--- src/rtl/riscv_pkg.sv ---
// Shared types for the memory bus arbiter.
// arb_state_e : bus FSM states (IDLE, REQ, RSP).
// arb_owner_e : which port owns the in-flight bus transaction.
// mem_req_t   : field bundle latched into the registered memory request.
package riscv_pkg;

  typedef enum logic [1:0] {
    IDLE = 2'd0,
    REQ  = 2'd1,
    RSP  = 2'd2
  } arb_state_e;

  typedef enum logic {
    OWNER_IF = 1'b0,
    OWNER_DM = 1'b1
  } arb_owner_e;

  typedef struct packed {
    logic        we;
    logic [3:0]  be;
    logic [31:0] addr;
    logic [31:0] wdata;
  } mem_req_t;

  // Instruction fetches are always full-word reads.
  localparam logic [3:0] FETCH_BE = 4'b1111;

  // Memory request fields for a fetch of the given word address.
  function automatic mem_req_t fetch_req(input logic [31:0] addr);
    mem_req_t r;
    r.we    = 1'b0;
    r.be    = FETCH_BE;
    r.addr  = addr;
    r.wdata = 32'h0000_0000;
    return r;
  endfunction

endpackage

--- src/rtl/mem_bus_arbiter.sv ---
// Arbitrates one shared memory port between instruction fetch (IF) and
// load/store (DM). One transaction is in flight at a time; DM is favoured
// unless fetch has been passed over STARVE_LIMIT consecutive times.
//
// Ports:
//   clk_i, rst_i                 clock, async active-high reset
//   if_req_i/if_addr_i/if_flush_i fetch request, address, wrong-path flush
//   if_gnt_o/if_rvalid_o         fetch accept pulse, fetch response pulse
//   dm_req_i/we/be/addr/wdata    load/store request and fields
//   dm_gnt_o/dm_rvalid_o         data accept pulse, data response/ack pulse
//   rdata_o                      response data (mirrors mem_rdata_i)
//   mem_req_o/we/be/addr/wdata   registered memory request
//   mem_gnt_i                    memory accepts the request
//   mem_rvalid_i/mem_rdata_i     memory response
module mem_bus_arbiter
  import riscv_pkg::*;
#(
  parameter int STARVE_LIMIT = 4
) (
  input  logic        clk_i,
  input  logic        rst_i,
  input  logic        if_req_i,
  input  logic [31:0] if_addr_i,
  input  logic        if_flush_i,
  output logic        if_gnt_o,
  output logic        if_rvalid_o,
  input  logic        dm_req_i,
  input  logic        dm_we_i,
  input  logic [3:0]  dm_be_i,
  input  logic [31:0] dm_addr_i,
  input  logic [31:0] dm_wdata_i,
  output logic        dm_gnt_o,
  output logic        dm_rvalid_o,
  output logic [31:0] rdata_o,
  output logic        mem_req_o,
  output logic        mem_we_o,
  output logic [3:0]  mem_be_o,
  output logic [31:0] mem_addr_o,
  output logic [31:0] mem_wdata_o,
  input  logic        mem_gnt_i,
  input  logic        mem_rvalid_i,
  input  logic [31:0] mem_rdata_i
);

  localparam int              CNT_W   = (STARVE_LIMIT < 1) ? 1 : $clog2(STARVE_LIMIT + 1);
  localparam logic [CNT_W-1:0] LIMIT_C = CNT_W'(STARVE_LIMIT);

  arb_state_e       state_r;
  arb_state_e       state_s;
  arb_owner_e       owner_r;
  logic [CNT_W-1:0] starve_r;
  logic             flush_pend_r;
  mem_req_t         mem_q_r;
  logic             mem_req_r;
  logic             if_win_s;
  logic             dm_win_s;
  logic             rsp_fire_s;

  // Next-state and arbitration decision.
  always_comb begin
    state_s    = state_r;
    if_win_s   = 1'b0;
    dm_win_s   = 1'b0;
    rsp_fire_s = 1'b0;
    case (state_r)
      IDLE: begin
        // Fetch only beats a concurrent DM request once it has starved.
        if (if_req_i && (!dm_req_i || starve_r == LIMIT_C)) begin
          if_win_s = 1'b1;
          state_s  = REQ;
        end else if (dm_req_i) begin
          dm_win_s = 1'b1;
          state_s  = REQ;
        end else begin
          state_s  = IDLE;
        end
      end
      REQ: begin
        if (mem_gnt_i) begin
          state_s = RSP;
        end else begin
          state_s = REQ;
        end
      end
      RSP: begin
        if (mem_rvalid_i) begin
          rsp_fire_s = 1'b1;
          state_s    = IDLE;
        end else begin
          state_s    = RSP;
        end
      end
      default: begin
        state_s = IDLE;
      end
    endcase
  end

  // FSM, owner, starvation counter and registered memory request.
  always_ff @(posedge clk_i or posedge rst_i) begin
    if (rst_i) begin
      state_r      <= IDLE;
      owner_r      <= OWNER_IF;
      starve_r     <= '0;
      flush_pend_r <= 1'b0;
      mem_q_r      <= '0;
      mem_req_r    <= 1'b0;
    end else begin
      state_r <= state_s;
      if (if_win_s) begin
        owner_r      <= OWNER_IF;
        starve_r     <= '0;
        flush_pend_r <= 1'b0;
        mem_q_r      <= fetch_req(if_addr_i);
        mem_req_r    <= 1'b1;
      end else if (dm_win_s) begin
        owner_r      <= OWNER_DM;
        flush_pend_r <= 1'b0;
        mem_q_r      <= '{we: dm_we_i, be: dm_be_i, addr: dm_addr_i, wdata: dm_wdata_i};
        mem_req_r    <= 1'b1;
        // Count DM wins only while fetch is actually waiting; saturate.
        if (if_req_i && starve_r != LIMIT_C) begin
          starve_r <= starve_r + CNT_W'(1);
        end else begin
          starve_r <= starve_r;
        end
      end else begin
        // A flush while fetch owns the bus squashes its response later.
        if ((state_r == REQ || state_r == RSP) && owner_r == OWNER_IF && if_flush_i) begin
          flush_pend_r <= 1'b1;
        end else begin
          flush_pend_r <= flush_pend_r;
        end
        if (state_r == REQ && mem_gnt_i) begin
          mem_req_r <= 1'b0;
        end else begin
          mem_req_r <= mem_req_r;
        end
      end
    end
  end

  // Grants are combinational with the arbitration; forced low during reset.
  assign if_gnt_o    = if_win_s & ~rst_i;
  assign dm_gnt_o    = dm_win_s & ~rst_i;
  assign if_rvalid_o = rsp_fire_s & (owner_r == OWNER_IF) & ~flush_pend_r & ~if_flush_i;
  assign dm_rvalid_o = rsp_fire_s & (owner_r == OWNER_DM);
  assign rdata_o     = mem_rdata_i;

  assign mem_req_o   = mem_req_r;
  assign mem_we_o    = mem_q_r.we;
  assign mem_be_o    = mem_q_r.be;
  assign mem_addr_o  = mem_q_r.addr;
  assign mem_wdata_o = mem_q_r.wdata;

endmodule

--- config.mk ---
export PLATFORM = sky130hd
export DESIGN_NAME = mem_bus_arbiter
export DESIGN_NICKNAME = d
export VERILOG_FILES = /design/src/rtl/riscv_pkg.sv /design/src/rtl/mem_bus_arbiter.sv
export SDC_FILE = /design/constraint.sdc
export NUM_CORES = 1
export LEC_CHECK = 0
export BUFFER_PORTS_ARGS = -buffer_cell sky130_fd_sc_hd__buf_2
export CAP_MARGIN = 20
export CORE_MARGIN = 2
export CORE_UTILIZATION = 40
export CTS_CLUSTER_DIAMETER = 100
export DETAILED_ROUTE_END_ITERATION = 7
export PLACE_DENSITY = 0.78
export SLEW_MARGIN = 10
export SYNTH_ARGS = -nofsm -noshare
export SYNTH_HDL_FRONTEND = slang
export SYNTH_SLANG_ARGS = --single-unit
--- constraint.sdc ---
create_clock -name clk_i -period 5.49 [get_ports clk_i]
set_clock_uncertainty 0.1 [all_clocks]
set_input_delay 0.549 -clock clk_i [delete_from_list [all_inputs] [get_ports clk_i]]
set_output_delay 0.549 -clock clk_i [all_outputs]
set_load 0.005 [all_outputs]
==> results.py <==
metrics = {
    "logic_synthesis": {
        "synthTopCellsByArea": "dfrtp_1 (54%), a22o_1 (8.1%), buf_4 (7.4%)",
        "synth_seq_cells": 77,
        "synth.avg_cell_area_um2": 10.30,
        "yosys.cell_types.count": 25,
        "synth.most_common_cell": "dfrtp_1",
        "syn_area_um2": 3562,
        "yosys.area.top_type": "dfrtp_1",
        "postSynthCellCount": 346,
        "synth_commonest_cells": "dfrtp_1 (77), o21ai_0 (37), buf_4 (35), nor2_1 (35), a21oi_1 (34)",
        "synth-warning-count": 0,
        "syn-num-nets": 492,
        "synthFlopType": "dfrtp_1",
        "synth-edff-count": 0,
        "ys_seq_area_frac": 0.5409,
        "async_flop_share": 1.000,
        "synth.top_cell.area_share": 0.5409,
    },
    "worst_setup_path": {
        "crit_path_end_kind": "output port",
        "worstPathRequired_ps": 4840,
        "crit_type": "reg2out",
        "startpoint_type": "flop",
        "arrival_ps": 2280,
        "cp_max_fo": 34,
    },
    "detailed_routing": {
        "drc": 0,
        "via_per_inst": 5.379,
        "dr.pass1.iters": 4,
        "vias": 3211,
        "drtIter0Drc": 89,
        "wl_per_cell_um": 15.99,
        "wl_um": 9544,
        "postRouteAntennaNets": 0,
    },
    "clock_network": {
        "clk_latency_ps": 330,
        "cts_root_buffer": "clkbuf_8",
        "cts_resized": 0,
        "cts_max_level": 3,
        "postCtsSetupBuffers": 0,
        "cts_tree": "done",
        "cts.path.max_buffers": 2,
        "cts_buffers": 9,
        "clk_pin_slew_worst_paths_ps": 80,
        "cts.sinks": 77,
        "hold_buffers": 0,
    },
    "global_route": {
        "grt_overflow": 0,
        "grt_pass1_wl_um": 15780,
        "grt_pass1_vias": 3206,
        "grtUsageTotal": 0.1983,
        "grt_max_degree": 44,
        "antenna_found_initial": 0,
    },
    "power_and_ir_drop": {
        "ir_worst_vdd_uv": 197.1,
        "p_per_area_nw_per_um2": 559.0,
        "p_leak_nw": 2.254,
    },
    "placed_design": {
        "place_hpwl_um": 6520,
        "gp_congestion": 0.8456,
        "placed_area_um2": 4254,
        "place_ws_ps": 2933,
        "port_buffers": 181,
    },
    "finish": {
        "drive_above_1_share": 0.4213,
        "diodes": 0,
        "final_area_um2": 4521,
        "areaGrowthSynthToFinish_pct": 26.91,
        "final_net_count": 630,
    },
    "timing": {
        "min_period_over_period": 0.5342,
        "maxSlewViolCount": 0,
        "holdWs_ps": 173.5,
        "tns_ps": 0,
        "slew-limit-headroom": 0.3029,
        "setup_slack_ps": 2557,
        "worst_pin_slew_ps": 1043,
        "grt_setup_unrepaired": "no",
        "period_needed_ps": 2933,
        "hold_viol": 0,
        "setup_viol": 0,
        "timing.fmax_mhz": 341.0,
    },
    "run_status": {
        "status": "completed",
    },
    "floorplan": {
        "core_um2": 8678,
        "initial_core_util": 0.4105,
        "rows": 34,
        "dieArea_um2": 9677,
        "fp.dieH_um": 98.37,
        "dieWidth_um": 98.37,
        "io_pins": 246,
    },
    "hold_path": {
        "hold_path_class": "in2async",
    },
    "job": {
        "drv_cap": 0,
    },
}
-- power by group --
part	internal [mW]	switching, mW	total, mW
logic	0.475	0.573	1.05
registers	0.824	0.140	0.964
clock network	0.302	0.212	0.514
-- placed cells by master, fill, tap and decap left out, types with 2 or more instances in the layout --
cell,count
buf_2,181
dfrtp_1,77
o21ai_0,37
nor2_1,35
a21oi_1,34
a31oi_1,33
a22o_1,33
clkbuf_8,9
ha_1,6
inv_1,5
nand3_1,5
nand2_1,5
buf_4,5
o22a_1,4
bufinv_16,3
nand2b_1,2
clkinv_2,2
-- per-layer routing --
| layer | vias to the layer above | routed length, um | global-route usage |
|---|---|---|---|
| li1 | 1485 | - | - |
| met1 | 1519 | 3889 | 0.2431 |
| met2 | 184 | 4674 | 0.3386 |
| met3 | 23 | 793 | 0.04939 |
| met4 | 0 | 186 | 0.07376 |
| met5 | - | 0 | 0 |
-- worst max-delay path, stage by stage (launching register included) --
cell	delay, ps
dfrtp_1	410
inv_1	90
ha_1	280
nand2_1	660
nor3_1	360
buf_2	150
-- stage by stage --
stage	util	cells	power (mW)
floorplan	-	346	1.631
global placement	0.4902	580	1.971
detailed placement	0.4902	580	2.018
CTS	0.5177	596	2.543
global route	0.5209	597	2.732
finish	0.5209	597	2.527
-- layout make-up --
| class | count | area [um^2] |
|---|---|---|
| clock inverters | 6 | 111.4 |
| multi-input cells | 203 | 1225 |
| well taps | 108 | 135.1 |
| repair buffers | 187 | 970.9 |
| fillers | 803 | 4158 |
| inverters | 6 | 23.77 |
| clock buffers | 10 | 127.6 |
| flip-flops and latches | 77 | 1927 |
-- sequential cells by signal, summed over array words and instances (netlist names) --
| register | cells |
|---|---|
| owner_r | 1 |
| flush_pend_r | 1 |
| state_r | 2 |
| mem_we_o | 1 |
| starve_r | 3 |
| mem_req_o | 1 |
| mem_be_o | 4 |
| mem_wdata_o | 32 |
| mem_addr_o | 32 |
-- kinds of logic (layout without fill, tap and decap cells) --
logic type      count (synthesis)  after routing  share of synthesized area
compound gates                145            145                     0.2582
flops                          77             77                     0.5409
buf+inv                        66            209                     0.1184
simple gates                   52             52                    0.06147
fa+ha+maj                       6              6                    0.02107
-- path summary, 6_finish.rpt --
kind / from / to / slack (ps) / depth (start not counted)
max in group asynchronous: rst_i / mem_wdata_o[4] / 4140 / 3
min: rst_i / mem_addr_o[23] / 170 / 2
min reg2reg: mem_req_o / mem_req_o / 380 / 2
min in group clk_i: dm_be_i[3] / mem_be_o[3] / 320 / 2
max: state_r[0] / if_gnt_o / 2560 / 5
max reg2reg: state_r[0] / starve_r[2] / 3310 / 5
No activity file was read; power rests on OpenSTA's default activity.
